**config.mk**
```make
export PLATFORM = sky130hd
export DESIGN_NAME = ps2_rx
export DESIGN_NICKNAME = d
export VERILOG_FILES = /design/src/rtl/ps2_rx.sv
export SDC_FILE = /design/constraint.sdc
export NUM_CORES = 1
export LEC_CHECK = 0
export CORE_MARGIN = 1.5
export CORE_UTILIZATION = 52
export DETAILED_ROUTE_END_ITERATION = 6
export GPL_TIMING_DRIVEN = 0
export PLACE_DENSITY = 0.84
export SYNTH_ARGS = -nofsm -noshare
export SYNTH_HDL_FRONTEND = slang
export SYNTH_SLANG_ARGS = --single-unit
export TNS_END_PERCENT = 50
```
**constraint.sdc**
```tcl
create_clock -name clk -period 2.1 [get_ports clk]
set_input_delay 0.42 -clock clk [delete_from_list [all_inputs] [get_ports clk]]
set_output_delay 0.42 -clock clk [all_outputs]
set_load 0.01 [all_outputs]
```
**src/rtl/ps2_rx.sv**
```systemverilog
// PS/2 device-to-host receiver: pad synchronisation, clock deglitching, 11-bit frame
// deframing and a valid/ready byte output with parity, framing and overrun reporting.
module ps2_rx #(
  parameter int FILTER_LEN     = 4,
  parameter int TIMEOUT_CYCLES = 50000
) (
  input  logic       clk,
  input  logic       resetb,
  input  logic       ps2_clk,
  input  logic       ps2_data,
  output logic [7:0] rx_data,
  output logic       rx_valid,
  input  logic       rx_ready,
  output logic       parity_err,
  output logic       frame_err,
  output logic       overrun,
  input  logic       clr_overrun
);

  localparam int FW = (FILTER_LEN > 1) ? $clog2(FILTER_LEN) : 1;
  localparam int TW = $clog2(TIMEOUT_CYCLES);
  localparam logic [FW-1:0] FILT_MAX = FW'(FILTER_LEN - 1);
  localparam logic [TW-1:0] TO_LAST  = TW'(TIMEOUT_CYCLES - 2);

  localparam logic [1:0] S_IDLE   = 2'd0;
  localparam logic [1:0] S_DATA   = 2'd1;
  localparam logic [1:0] S_PARITY = 2'd2;
  localparam logic [1:0] S_STOP   = 2'd3;

  logic          clk_s1, clk_s2, data_s1, data_s2;
  logic          filt_clk, filt_q;
  logic [FW-1:0] filt_cnt;
  logic          fall;
  logic [1:0]    state;
  logic [2:0]    bitcnt;
  logic [7:0]    shreg;
  logic          par_bit;
  logic [TW-1:0] tcnt;
  logic          deliver, perr_set, ferr_set, timeout;

  always_ff @(posedge clk or negedge resetb) begin
    if (!resetb) begin
      clk_s1  <= 1'b1;
      clk_s2  <= 1'b1;
      data_s1 <= 1'b1;
      data_s2 <= 1'b1;
    end else begin
      clk_s1  <= ps2_clk;
      clk_s2  <= clk_s1;
      data_s1 <= ps2_data;
      data_s2 <= data_s1;
    end
  end

  // The filtered level only follows the synced clock after FILTER_LEN disagreeing samples in a row.
  always_ff @(posedge clk or negedge resetb) begin
    if (!resetb) begin
      filt_clk <= 1'b1;
      filt_q   <= 1'b1;
      filt_cnt <= '0;
    end else begin
      filt_q <= filt_clk;
      if (clk_s2 != filt_clk) begin
        if (filt_cnt == FILT_MAX) begin
          filt_clk <= clk_s2;
          filt_cnt <= '0;
        end else begin
          filt_cnt <= filt_cnt + 1'b1;
        end
      end else begin
        filt_cnt <= '0;
      end
    end
  end

  assign fall = filt_q & ~filt_clk;

  // Timeout trips on the cycle the counter would reach TIMEOUT_CYCLES-1; a fall always wins.
  always_comb begin
    deliver  = 1'b0;
    perr_set = 1'b0;
    ferr_set = 1'b0;
    timeout  = 1'b0;
    if (fall) begin
      case (state)
        S_IDLE: ferr_set = data_s2;
        S_STOP: begin
          if (!data_s2)               ferr_set = 1'b1;
          else if (^{shreg, par_bit}) deliver  = 1'b1;
          else                        perr_set = 1'b1;
        end
        default: ;
      endcase
    end else if (state != S_IDLE && tcnt == TO_LAST) begin
      timeout  = 1'b1;
      ferr_set = 1'b1;
    end
  end

  always_ff @(posedge clk or negedge resetb) begin
    if (!resetb) begin
      state   <= S_IDLE;
      bitcnt  <= '0;
      shreg   <= '0;
      par_bit <= 1'b0;
      tcnt    <= '0;
    end else begin
      if (state == S_IDLE || fall || timeout) tcnt <= '0;
      else                                    tcnt <= tcnt + 1'b1;

      if (timeout) begin
        state <= S_IDLE;
      end else if (fall) begin
        case (state)
          S_IDLE: begin
            if (!data_s2) begin
              state  <= S_DATA;
              bitcnt <= '0;
            end
          end
          S_DATA: begin
            shreg[bitcnt] <= data_s2;
            if (bitcnt == 3'd7) state  <= S_PARITY;
            else                bitcnt <= bitcnt + 1'b1;
          end
          S_PARITY: begin
            par_bit <= data_s2;
            state   <= S_STOP;
          end
          default: state <= S_IDLE;
        endcase
      end
    end
  end

  // A held byte is never overwritten; a new good byte arriving under backpressure is dropped.
  always_ff @(posedge clk or negedge resetb) begin
    if (!resetb) begin
      rx_data    <= '0;
      rx_valid   <= 1'b0;
      parity_err <= 1'b0;
      frame_err  <= 1'b0;
      overrun    <= 1'b0;
    end else begin
      parity_err <= perr_set;
      frame_err  <= ferr_set;
      if (deliver) begin
        if (!rx_valid || rx_ready) begin
          rx_data  <= shreg;
          rx_valid <= 1'b1;
        end
      end else if (rx_valid && rx_ready) begin
        rx_valid <= 1'b0;
      end
      if (deliver && rx_valid && !rx_ready) overrun <= 1'b1;
      else if (clr_overrun)                 overrun <= 1'b0;
    end
  end

endmodule

```
==> metrics.txt, run 1 <==
initial antenna violation count 0; number of detailed-route iterations in the first pass 4; # diodes 0; DR iter-0 viols 110; Gate power share between 30% and 40%; clk buf depth 2; fraction of layout cells with a size suffix above 1 21.8%; post-layout min period 2.08 ns; total core area 4380 um2; global-route wire length before repair ~6700 um; cell row count 24; EDFF count, synth 0; Max Clk Rate 481 MHz; Layout Nets 248; Routed WL per cell between 10 and 15 um; Congestion Overflow GR 0; most frequent cell after synthesis dfrtp_1; final setup margin 0.0225 ns; via count 1610; HP Class flop to flop; Slew @ Worst Pin 0.414 ns; Critical Path RT ~2.3 ns; switching part of the total power 29.0%; pwr/cell area 1090 nW/um2; Initial Utilization a little over half; Arr. time, crit path 2.27 ns; Mapped Area 2370 um2; flops & latches, synth 50; die area 4970 um2; Max Cap Violations 0; Slew headroom 72.4%; Setup crit end kind flop; Die Y between 70 and 80 um; fin. max-slew vios 0; Critical Path Fanout Max 8; area leader, netlist dfrtp_1; Leak 1.26 nW; status complete, no violations; Total GRT Usage 17.3%; Cell variety after synth 38; final hold viol count 0; Worst Skew around 0.0091 ns; clock buffer count from CTS 5; crit start category flop; share of the synthesized area in the top cell type 46.5%; sequential share of the synthesized area 53.1%; CTS sink cnt 50; final cell count without fillers 286; final core occ 65.3%; # DRC 0; Final setup violation count 0; Root Buffer clkbuf_8; NetSw 0.903 mW; Setup WS pre-CTS -0.126 ns; I/O pin cnt 18; IO buf count 17; number of H-tree levels 2; VDD IR max 537 uV; antenna viol nets, final 0; top post-synthesis cells by area dfrtp_1, mux2_2, dfstp_2; CP Class flop to flop; CTS tree built; Int Pwr 2.21 mW; Die Wd 70.5 um; Routed WL 4130 um; routed vias/inst 5.63; largest net degree at the start of global routing 43; area growth from synthesis to layout 20.7%; placed cell count about 270; syn nets 217; Flop pwr share roughly 40%; vias in the first global route 1454; clk slew on worst S/H paths 0.09 ns; Clk network pwr share a little over a quarter; Skew-Pair Late Insertion Delay between 0.3 and 0.4 ns; Synth Instances 202; Avg Cell Area, Syn 11.7 um2; Async SR Flop Fraction 100%; Detailed Place HPWL 2670 um; Final period util between 90% and 100%; most frequent cells after synthesis dfrtp_1, nor2_1, mux2_2, nand2_1, xnor2_1; gpl congestion 0.804; ys flop type dfrtp_1; Yosys warning total 0
stage by stage:
stage / power [mW] / area, um2 / hold slack, ns / setup TNS, ns
after detailed placement: 2.13 / 2620 / 0.296 / -1.18
after CTS: 2.96 / 2790 / 0.361 / 0
after global placement: 2.09 / 2610 / 0.346 / -36.45
after global routing: 3.28 / 2860 / 0.363 / -0.308
after floorplan: 1.89 / 2370 / 0.124 / 0
final: 3.11 / 2860 / 0.360 / 0
kinds of logic (layout without fill, tap and decap cells):
| group | count (synthesis) | after routing | share of synthesized area, % |
|---|---|---|---|
| compound gates | 11 | 11 | 3.17 |
| simple gates | 79 | 79 | 17.8 |
| flops | 50 | 50 | 53.1 |
| xor+xnor | 21 | 21 | 9.03 |
| fa+ha+maj | 9 | 9 | 4.75 |
| buf+inv | 13 | 45 | 2.59 |
| mux | 19 | 19 | 9.50 |
flip-flops by register name, indices dropped and copies added (netlist names):
name and flops:
rx_valid 1, clk_s1 1, filt_cnt 2, clk_s2 1, data_s2 1, shreg 8, state 2, parity_err 1
rx_data 8, filt_clk 1, filt_q 1, par_bit 1, data_s1 1, tcnt 16, bitcnt 3, overrun 1
frame_err 1
layout by cell type, fill, tap and decap left out, drive strengths merged, types with 2 or more instances in the layout:
cell type,count
dfrtp,44
nor2,21
mux2,18
clkdlybuf4s50,16
nand2,14
xnor2,13
clkbuf,11
ha,9
buf,9
nand3,7
nor3,7
xor2,6
dfstp,6
inv,6
nand4,5
o21ai,5
nor4,5
nor2b,3
nand2b,3
nand3b,3
nor3b,3
xnor3,2
bufinv,2
or4b,2
area by class of cell:
| cell class | instances | area (um2) |
|---|---|---|
| Buffer | 7 | 47.5 |
| Clock buffer | 6 | 82.6 |
| Multi-Input combinational cell | 139 | 1070 |
| Inverter | 6 | 22.5 |
| Fill cell | 323 | 1520 |
| Sequential cell | 50 | 1260 |
| Timing Repair Buffer | 24 | 250 |
| Tap cell | 52 | 65.1 |
| Clock inverter | 2 | 60.1 |
power by group through the flow:
stage	clock, mW	sequential, mW	combinational (mW)
after global placement	0	1.26	0.834
after global routing	0.866	1.27	1.14
after CTS	0.830	1.24	0.885
after floorplan	0	1.25	0.643
after detailed placement	0	1.27	0.857
final	0.814	1.25	1.05
critical path: stages (launching register included):
cell and delay, ns:
dfrtp_1 0.41, inv_2 0.07, ha_4 0.18, or4b_4 0.49, nor4_4 0.33, or3_1 0.17, buf_6 0.14, clkbuf_16 0.14
nor2_1 0.04
worst paths after layout:
kind	from	slack, ns	endpoint	cells after the start
worst min-delay path	clk_s1	0.36	clk_s2	0
worst max register to register	state[1]	0.02	tcnt[8]	8
worst max-delay path	state[1]	0.02	tcnt[8]	8
worst min register to register	clk_s1	0.36	clk_s2	0
max in group asynchronous	resetb	1.06	filt_clk	3
min in group asynchronous	resetb	0.50	tcnt[0]	2
layer usage:
layer / up-vias / track usage [%] / share of wire (%)
met3: 4 / 3.90 / 3.5
met2: 34 / 26.4 / 49
met5: - / 0 / 0
met4: 0 / 7.05 / 0.87
met1: 810 / 24.2 / 47
li1: 762 / - / -
what timing repair did:
action | CTS | global route
gates resized for setup | 1 | 8
endpoints found under the hold margin | 8 | 0
gates cloned | 0 | 1
buffers inserted | 1 | 3
pin swaps | 1 | 2
endpoints found under the setup margin | 11 | 12
hold buffers | 1 | 0
Note: power is estimated with default switching activity, not from simulation.
==> run 2: changes to the inputs <==
--- a/config.mk
+++ b/config.mk
@@ -5,11 +5,13 @@
 export SDC_FILE = /design/constraint.sdc
 export NUM_CORES = 1
 export LEC_CHECK = 0
+export CELL_PAD_IN_SITES_DETAIL_PLACEMENT = 2
+export CELL_PAD_IN_SITES_GLOBAL_PLACEMENT = 2
 export CORE_MARGIN = 1.5
-export CORE_UTILIZATION = 52
+export CORE_UTILIZATION = 39
 export DETAILED_ROUTE_END_ITERATION = 6
 export GPL_TIMING_DRIVEN = 0
-export PLACE_DENSITY = 0.84
+export PLACE_DENSITY = 0.87
 export SYNTH_ARGS = -nofsm -noshare
 export SYNTH_HDL_FRONTEND = slang
 export SYNTH_SLANG_ARGS = --single-unit
==> constraint.sdc (replaced) <==
create_clock -name clk -period 1.98 [get_ports clk]
set_input_delay 0.396 -clock clk [delete_from_list [all_inputs] [get_ports clk]]
set_output_delay 0.396 -clock clk [all_outputs]
set_load 0.01 [all_outputs]
==> run 2 against run 1 <==
Net effect: the run now ends with setup timing left; cell count grew 9.8%; register-to-register slack lost 0.099 ns; flip-flop and latch count is the same; sequential power grew 8%; design area grew 4.6%; non-clock buffer count grew 5; global-route usage grew 3.8 points; core utilization shrank 14 points; worst hold slack lost 0.31 ns; clock skew grew 0.0019 ns; clock power shrank 11%; critical path type unchanged; critical endpoint is now frame_err; largest cell class unchanged; highest routed layer unchanged.
==> metrics.txt, run 2 (same netlist as run 1, synthesis figures left out) <==
status finished, violations left; failing checks setup timing; largest net degree at the start of global routing 30; post-layout min period 2.06 ns; Congestion Overflow GR 0; Top Family by Delay on Critical Path simple AND/OR/NAND/NOR gates; Final setup violation count 6; die area 6550 um2; # diodes 0; number of detailed-route iterations in the first pass 4; Root Buffer clkbuf_8; initial antenna violation count 0; commonest non-fill, non-tap cells in the layout dfrtp_1, nor2_1, clkdlybuf4s50_1; Routed WL per cell 22.3 um; area growth from synthesis to layout 26.3%; Critical Path Fanout Max 3; Max Clk Rate 486 MHz; IO buf count 17; gpl congestion 0.708; worst flop-to-flop path endpoint frame_err; Leak 1.30 nW; Die Y around 80 um; unrepaired setup endpoints after global routing true; CTS tree built; CP max stage cell or4bb_4; VDD IR max 582 uV; Skew-Pair Late Insertion Delay 0.31 ns; Worst Skew between 0.01 and 0.015 ns; Slew @ Worst Pin 0.534 ns; vias in the first global route 1866; antenna viol nets, final 0; max reg flops 16; final setup margin -0.0765 ns; DR iter-0 viols 85; Setup crit end kind flop; Crit Reg-Reg Startpoint tcnt[0]; Reg2Reg Depth 7; # DRC 0; Detailed Place HPWL 3920 um; final hold viol count 0; hold slack 0.0479 ns; Layout Nets 253; Slew headroom 64.3%; Register Area 1260 um2; global-route wire length before repair 10100 um; fillers roughly 600; worst path bufs/invs 2; routed vias/inst 5.45; fin. max-slew vios 0; HP Class input port to async pin; CP Class flop to flop; Routed WL roughly 7000 um; number of H-tree levels 2; clk slew on worst S/H paths 0.09 ns; reg2reg setup slack -0.08 ns; most common cell after layout, fill and taps aside dfrtp_1; Largest Register tcnt; final core occ 50.9%; Die Wd around 80 um; fraction of layout cells with a size suffix above 1 ~28%; clock buffer count from CTS 5; cell row count 28; Critical Path RT 2.17 ns; Initial Utilization 40.3%; clk buf depth 2; Total GRT Usage 21.1%; crit start category flop; via count 1710; top flop regs tcnt x16, rx_data x8, shreg x8; Max Cap Violations 0; Multi-input gate area 1170 um2; cell chain of the critical path inv_1 > ha_1 > or4bb_4 > nor4_4 > buf_4 > nor2_1 > a31oi_1; Arr. time, crit path 2.24 ns; pwr/cell area 1150 nW/um2; max incr delay on CP between 0.4 and 0.5 ns; CTS sink cnt 50; Final period util 104%; total core area 5890 um2; I/O pin cnt 18
## run 2: layer usage
layer | part of all wire, % | GRT usage (%) | vias to the layer above
met4 | 2.3 | 8.10 | 0
met3 | 2.4 | 4.38 | 13
met5 | 0 | 0 | -
li1 | - | - | 766
met2 | 52 | 36.1 | 30
met1 | 44 | 26.1 | 901
## run 2: layout make-up
type / instances / share of cell area, %
timing repair buffer: 30 / 10.2
buffer: 6 / 1.21
clock buffer: 7 / 2.55
sequential: 50 / 42.0
tap: 75 / 3.13
multi-input combinational: 139 / 39.1
inverter: 6 / 0.752
clock inverter: 1 / 1.00
## run 2: where the power goes
group          internal, mW  switching (mW)
clock                 0.379           0.343
sequential             1.20           0.150
combinational         0.664           0.700
## run 2: through the flow
step	area, um2	setup WS [ns]	std cells	power [mW]	setup TNS [ns]
after floorplan	2370	0.118	202	2.01	0
after global placement	2630	-0.992	294	2.25	-47.49
after detailed placement	2650	-0.142	295	2.34	-2.18
after CTS	2870	-0.0648	310	3.21	-0.530
after global routing	2990	-0.150	314	3.59	-1.16
final	2990	-0.0765	314	3.43	-0.127
## run 2: how the worst max path moves through the flow
stage               startpoint  slack (ns)  cells after the start         to
global placement        resetb       -0.99                      1    overrun
detailed placement    state[0]       -0.14                      8   tcnt[12]
finish                 tcnt[0]       -0.08                      7  frame_err
global route           tcnt[1]       -0.15                      6  frame_err
floorplan             state[0]        0.12                      8   tcnt[11]
CTS                   state[1]       -0.06                      8    tcnt[9]
## run 2: timing repair
item	in CTS	in global routing
cloned	0	1
pin swaps	4	6
endpoints found under the hold margin	0	0
gates resized for setup	11	18
hold buffers	0	0
setup endpoints to repair	29	33
setup buffers	7	4
